--- config.mk ---
export PLATFORM = sky130hd
export DESIGN_NAME = period_meter
export DESIGN_NICKNAME = d
export VERILOG_FILES = /design/src/rtl/period_meter.sv
export SDC_FILE = /design/constraint.sdc
export NUM_CORES = 1
export LEC_CHECK = 0
export ABC_AREA = 1
export CAP_MARGIN = 5
export CORE_UTILIZATION = 45
export DETAILED_ROUTE_END_ITERATION = 8
export PLACE_DENSITY = 0.66
export SLEW_MARGIN = 10
export SYNTH_ARGS = -nofsm -noshare
export SYNTH_HDL_FRONTEND = slang
export SYNTH_SLANG_ARGS = --single-unit
--- constraint.sdc ---
create_clock -name clk_in -period 2.1 [get_ports clk_in]
set_clock_uncertainty 0.05 [all_clocks]
set_input_delay 0.63 -clock clk_in [delete_from_list [all_inputs] [get_ports clk_in]]
set_output_delay 0.63 -clock clk_in [all_outputs]
set_load 0.02 [all_outputs]
--- src/rtl/period_meter.sv ---
// Measures the rising-to-rising period of a slow asynchronous square wave in
// clk_in cycles, with a timeout indication and a 4-bit rising-edge counter.
module period_meter #(
  parameter int CNT_WIDTH      = 25,
  parameter int TIMEOUT_CYCLES = 25000000
) (
  input  logic                 clk_in,
  input  logic                 rst,
  input  logic                 sig_in,
  output logic [CNT_WIDTH-1:0] period_out,
  output logic                 period_valid,
  output logic                 timeout,
  output logic [3:0]           edge_count
);

  typedef enum logic [1:0] {IDLE, MEASURE, TIMEOUT} state_t;

  localparam logic [CNT_WIDTH-1:0] TO_LIM = CNT_WIDTH'(TIMEOUT_CYCLES);
  localparam logic [CNT_WIDTH-1:0] ONE    = CNT_WIDTH'(1);

  state_t               state_q, state_d;
  logic                 sync1_q, sync1_d;
  logic                 sync2_q, sync2_d;
  logic                 dly_q, dly_d;
  logic [CNT_WIDTH-1:0] cnt_q, cnt_d;
  logic [CNT_WIDTH-1:0] period_q, period_d;
  logic                 valid_q, valid_d;
  logic                 timeout_q, timeout_d;
  logic [3:0]           ecnt_q, ecnt_d;
  logic                 edge_det;

  assign edge_det = sync2_q & ~dly_q;

  // cnt_q holds the number of cycles elapsed since the last detected edge,
  // so at the next edge it already equals the period and no +1 is needed.
  always_comb begin
    sync1_d   = sig_in;
    sync2_d   = sync1_q;
    dly_d     = sync2_q;
    state_d   = state_q;
    cnt_d     = cnt_q;
    period_d  = period_q;
    valid_d   = 1'b0;
    timeout_d = timeout_q;
    ecnt_d    = ecnt_q;
    if (edge_det) ecnt_d = ecnt_q + 4'd1;
    case (state_q)
      IDLE: begin
        if (edge_det) begin
          state_d = MEASURE;
          cnt_d   = ONE;
        end
      end
      MEASURE: begin
        if (edge_det) begin
          period_d = cnt_q;
          valid_d  = 1'b1;
          cnt_d    = ONE;
        end else if (cnt_q == TO_LIM) begin
          state_d   = TIMEOUT;
          timeout_d = 1'b1;
        end else begin
          cnt_d = cnt_q + ONE;
        end
      end
      TIMEOUT: begin
        if (edge_det) begin
          state_d   = MEASURE;
          timeout_d = 1'b0;
          cnt_d     = ONE;
        end
      end
      default: state_d = IDLE;
    endcase
  end

  always_ff @(posedge clk_in) begin
    if (rst) begin
      state_q   <= IDLE;
      sync1_q   <= 1'b0;
      sync2_q   <= 1'b0;
      dly_q     <= 1'b0;
      cnt_q     <= '0;
      period_q  <= '0;
      valid_q   <= 1'b0;
      timeout_q <= 1'b0;
      ecnt_q    <= 4'd0;
    end else begin
      state_q   <= state_d;
      sync1_q   <= sync1_d;
      sync2_q   <= sync2_d;
      dly_q     <= dly_d;
      cnt_q     <= cnt_d;
      period_q  <= period_d;
      valid_q   <= valid_d;
      timeout_q <= timeout_d;
      ecnt_q    <= ecnt_d;
    end
  end

  assign period_out   = period_q;
  assign period_valid = valid_q;
  assign timeout      = timeout_q;
  assign edge_count   = ecnt_q;

endmodule

==> flow_summary_export.csv, run 1 <==
group,metric,value,unit
sta,min_period,2.04,ns
yosys,synth_simple_gate_area_share,34.4,%
yosys,synth-xor-area-share,0.300,%
yosys,ys_types,32,
yosys,synth_fa_ha_area_share,1.28,%
pwr,pwr_density_cell,652,mW/mm^2
setup_path,critical_path.slowest_cell,"clkdlybuf4s50_1",
layout,drive_gt1_share,9.79,%
yosys,synth-compound-area-share,13.4,%
route,drt_iter0_drc,186,
setup_path,worstSetupEndpointType,"primary output",
clock_tree,clkSinkCount,61,
yosys,synth_seq_area_share,41.8,%
route,drt.antenna.violating_nets,0,
layout,layout.nets,481,
yosys,synth_top_family_by_area,"simple AND/OR/NAND/NOR gates",
route,drt_wl_total,7150,um
die,die-area,0.00682,mm^2
sta,max_clock_freq,0.490,GHz
place,port_buffers,33,
yosys,synth_most_common_cell,"nand2_1",
yosys,syn_area,0.00292,mm^2
setup_path,crit_path_max_incr_delay,0.63,ns
grt,grtUsageMet1,28.9,%
die,initial_core_util,46.3,%
grt,grt_pass1_wl,11600,um
clock_tree,cts_tree,"done",
layout,syn2layout_area_growth,21.7,%
sta,hold_viol,0,
place,dp_hpwl,5250,um
yosys,yosys-top-cells-area,"dfxtp_1, nand2_1, nor2_1",
yosys,async_flop_share,0,%
die,io_pins,34,
sta,rsz0062_at_grt,"false",
yosys,synthMuxAreaShare,0,%
sta,slew_violations,0,
setup_path,r2r_slack,0.26,ns
route,routed_via_density,4.96,
grt,overflow,0,
place,gp_congestion,0.864,
route,drtPass1Iterations,4,
layout,n_antenna_cell,0,
sta,max_slew.worst_pin.slew,0.470,ns
setup_path,path_class,"reg2out",
die,die_w,82.6,um
grt,met2_usage,38.8,%
yosys,ys_ff_latch,61,
clock_tree,clockBufferDepth,2,
status,status,"finished clean",
pwr,power_leakage,1.49,nW
yosys,synth_ff_type,"dfxtp_1",
die,core_area,0.00631,mm^2
yosys,syn_area_per_cell,6.77,um^2
die,die_y,82.6,um
layout,finalCoreUtilization,56.3,%
yosys,synth_cells,432,
sta,fin_tns_setup,0,ns
clock_tree,clk_pin_slew,0.07,ns
clock_tree,clkLatencyLatePin,0.34,ns
setup_path,critPathLaunchType,"flop",
route,dr_total_vias,2761,
grt,grt_pass1_vias,2505,
clock_tree,cts_buffers,9,
yosys,synth_top_cell_area_share,41.8,%
yosys,synth_edf_count,0,
setup_path,required,1.42,ns
setup_path,path_max_fanout,5,
setup_path,path_cells,"clkdlybuf4s50_1",
sta,fin_crit_sh,97.2,%
grt,antenna_found_initial,0,
clock_tree,cts_root_buf,"clkbuf_8",
die,row_count,29,
sta,max_slew_margin,68.7,%
grt,grt-busiest-layer,"met2",
yosys,yosys.area.top_type,"dfxtp_1",
yosys,synth_nets,438,
pwr,vdd_drop_max,0.512,mV
min_path,hold_class,"reg2reg",
grt,grt_use_total,23.4,%
yosys,yosysWarnings,0,
setup_path,critPathTopFamily,"buffers and inverters",
route,wl_per_cell,12.8,um
sta,setup-violations-final,0,
clock_tree,hold_buffers,0,
route,post-route-drc-count,0,
setup_path,worst-path-buf-inv,1,
clock_tree,h-tree-depth,3,
grt,grt_max_degree,36,
setup_path,cp_data_arrival_time,1.36,ns
job,cap_violations,0,
grt,grtUsageMet3,4.29,%
yosys,synthTopCellsByCount,"nand2_1, nor2_1, dfxtp_1",
[layout by cell type (no fill, tap or decap), types with 3 or more instances in the layout]
master and n:
a21oi_1 36, buf_4 13, clkbuf_8 12, clkdlybuf4s50_1 32, clkinv_1 3, dfxtp_1 61
ha_1 3, inv_1 41, nand2_1 99, nand3_1 26, nand3b_1 3, nand4_1 3
nor2_1 79, nor2_2 6, nor2_4 3, nor3_1 5, o21ai_0 29
[where the power goes]
part           switching (mW)  internal [mW]  total [mW]
combinational           0.101         0.0523       0.153
clock                   0.460          0.523       0.983
sequential            0.00956           1.17        1.18
[final timing paths]
kind | cells after the start | startpoint | end
max | 1 | edge_count[2]$_SDFFE_PP0P_ | edge_count[2]
min | 2 | sync1_q$_SDFF_PP0_ | dly_d$_SDFF_PP0_
max reg2reg | 11 | cnt_q[0]$_SDFFE_PP0P_ | cnt_q[1]$_SDFFE_PP0P_
min reg2reg | 2 | sync1_q$_SDFF_PP0_ | dly_d$_SDFF_PP0_
[timing repair]
action,in CTS,in global routing
gates resized for setup,0,2
setup endpoints to repair,0,3
setup buffers,0,0
[layer usage]
metal  vias up  wire length, um
met3        11              235
li1       1466                -
met5         -                0
met2        51             3350
met4         0              130
met1      1233             3430
[sequential cells by signal, indices dropped and copies added (netlist names)]
name / cells
dly_q: 1
timeout: 1
edge_count: 4
cnt_q: 25
dly_d: 1
state_q: 2
sync1_q: 1
period_out: 25
period_valid: 1
[layout make-up]
| cell class | instances | area [um^2] |
|---|---|---|
| clock inverter | 3 | 18.8 |
| sequential | 61 | 1220 |
| inverter | 46 | 173 |
| tap | 77 | 96.3 |
| fill | 625 | 2760 |
| clock buffer | 13 | 169 |
| multi-input combinational | 311 | 1450 |
| timing repair buffer | 46 | 430 |
[tightest hold or removal path, stage by stage (launching register included)]
cell	delay, ns
dfxtp_1	0.30
inv_1	0.04
nor2_1	0.03
[metrics by stage]
step / cell area [um^2] / hold WS (ns) / total power, mW / worst slack, ns / cells
global placement: 3360 / 0.345 / 1.36 / 0.150 / 541
CTS: 3550 / 0.368 / 2.34 / 0.0304 / 557
detailed placement: 3360 / 0.360 / 1.36 / 0.159 / 541
finish: 3560 / 0.358 / 2.32 / 0.0593 / 557
global route: 3560 / 0.386 / 2.41 / 0.0166 / 557
floorplan: 2920 / 0.338 / 1.32 / 0.547 / 432
[logic make-up after synthesis]
group	after synthesis
AOI/OAI and AO/OA	74
and+or+nand+nor	233
adders and majority gates	3
xor gates and xnor gates	1
buffers and inverters	60
DFF	61
(Power assumes the default switching activity.)
==> inputs of run 2 (changes only) <==
==> constraint.sdc (replaced) <==
create_clock -name clk_in -period 1.95 [get_ports clk_in]
set_clock_uncertainty 0.05 [all_clocks]
set_input_delay 0.585 -clock clk_in [delete_from_list [all_inputs] [get_ports clk_in]]
set_output_delay 0.585 -clock clk_in [all_outputs]
set_load 0.02 [all_outputs]
==> flow_summary_export.csv, run 2 (synthesized netlist as in run 1, its figures left out) <==
group,metric,value,unit
clock_tree,clkSinkCount,61,
grt,overflow,0,
sta,min_period,1.90,ns
die,initial_core_util,46.3,%
route,drt_iter0_drc,144,
sta,setup-violations-final,0,
clock_tree,post_cts_buffers,0,
grt,grt_max_degree,46,
layout,syn2layout_area_growth,26.5,%
route,routed_via_density,5.04,
die,row_count,29,
sta,hold_viol,0,
clock_tree,clockBufferDepth,2,
min_path,hp-start,"sync1_q$_SDFF_PP0_",
grt,grt_pass1_wl,11800,um
setup_path,worst-path-buf-inv,1,
sta,max_slew_margin,68.1,%
layout,fill_cells,618,
route,drt.antenna.violating_nets,0,
setup_path,worstSetupEndpointType,"primary output",
layout,register_area,0.00122,mm^2
setup_path,path_max_fanout,1,
die,die-area,0.00682,mm^2
clock_tree,cts_tree,"done",
setup_path,critPathTopFamily,"buffers and inverters",
clock_tree,cts_buffers,9,
pwr,pwr_density_cell,701,mW/mm^2
route,post-route-drc-count,0,
grt,antenna_found_initial,0,
grt,grt_pass1_vias,2566,
setup_path,crit_path_start,"period_valid$_SDFF_PP0_",
place,port_buffers,33,
place,dp_hpwl,5320,um
layout,multiInputGateArea,0.00145,mm^2
setup_path,critical_path.slowest_cell,"clkdlybuf4s50_1",
place,place_area,0.00345,mm^2
setup_path,r2r-start,"cnt_q[1]$_SDFFE_PP0P_",
setup_path,path_class,"reg2out",
setup_path,cp_data_arrival_time,1.27,ns
pwr,total_power,2.59,mW
layout,final_cell_mix,"nand2_1, nor2_1, dfxtp_1, inv_1, a21oi_1",
clock_tree,cts_root_buf,"clkbuf_8",
sta,fin_tns_setup,0,ns
clock_tree,h-tree-depth,3,
die,die_y,82.6,um
grt,grt_use_total,23.5,%
pwr,vdd_drop_max,0.507,mV
route,wl_per_cell,12.9,um
layout,final_area,0.00370,mm^2
die,core_area,0.00631,mm^2
min_path,hold_class,"reg2reg",
pwr,power_leakage,1.96,nW
layout,drive_gt1_share,11.3,%
setup_path,path_cells,"clkdlybuf4s50_1",
layout,final_common_cell,"nand2_1",
layout,n_antenna_cell,0,
clock_tree,clk_pin_slew,0.07,ns
setup_path,crit_path_max_incr_delay,0.60,ns
route,dr_total_vias,2850,
die,die_w,82.6,um
route,drt_wl_total,7310,um
layout,layout.nets,489,
clock_tree,clkLatencyLatePin,0.35,ns
route,drtPass1Iterations,4,
job,cap_violations,0,
die,io_pins,34,
setup_path,required,1.31,ns
sta,fin_crit_sh,97.5,%
sta,max_slew.worst_pin.slew,0.478,ns
sta,rsz0062_at_grt,"false",
place,gp_congestion,0.874,
status,status,"finished clean",
setup_path,critPathLaunchType,"flop",
sta,max_clock_freq,0.526,GHz
sta,slew_violations,0,
run 2: cell types whose count changed in the layout (fill, tap and decap cells not counted), sizes merged:
| cell | delta |
|---|---|
| buf | +8 |
| bufinv | +1 |
| clkdlybuf4s50 | -28 |
| clkinvlp | +1 |
| dlygate4sd2 | +7 |
| clkbuf | -2 |
| dlymetal6s2s | +21 |
run 2: what timing repair did:
action                     in CTS  in global routing
gates resized for setup         7                 23
setup endpoints to repair       7                 24
hold buffers                    0                  0
run 2: power by group:
part           leakage, nW  switching [mW]  internal (mW)
Clock               0.0995           0.513          0.627
Combinational         1.37           0.113         0.0697
Sequential           0.493         0.00966           1.26
run 2: worst reg2reg max path, cell delays in order (launching register included):
cell,delay (ns)
dfxtp_1,0.34
inv_1,0.09
ha_1,0.14
nand2_1,0.05
clkinv_1,0.04
nand2_1,0.04
nor2_1,0.14
nand3_2,0.13
nand2_4,0.12
nand2_4,0.11
buf_4,0.19
a21oi_1,0.14
nor2_1,0.06
run 2: final timing paths:
kind	end	slack [ns]	cells past startpoint
setup / recovery	period_valid	0.05	1
hold / removal	dly_d$_SDFF_PP0_	0.36	2
setup reg to reg	cnt_q[17]$_SDFFE_PP0P_	0.20	12
hold reg to reg	dly_d$_SDFF_PP0_	0.36	2
run 2: per-layer routing:
metal  GRT usage (%)  part of all wire [%]  vias to the layer above
li1                -                     -                     1483
met1            28.1                    47                     1299
met2            39.3                    46                       51
met3            5.71                   4.2                       17
met4            11.7                   2.9                        0
met5               0                     0                        -
run 2: cell type report:
type | count | area share (%)
Inverter | 46 | 4.67
Timing Repair Buffer | 54 | 15.1
Tap cell | 77 | 2.60
Multi-Input combinational cell | 311 | 39.2
Sequential cell | 61 | 33.0
Clock buffer | 11 | 3.82
Clock inverter | 5 | 1.62
run 2: stage by stage:
step	setup WS (ns)	hold WS, ns	instances	utilization (%)
4_1_cts	0.00648	0.359	565	57.6
5_1_grt	0.00486	0.378	565	58.6
6_report	0.0479	0.357	565	58.6
3_3_place_gp	0.159	0.341	549	54.6
3_5_place_dp	0.175	0.347	549	54.6
2_1_floorplan	0.397	0.338	432	-
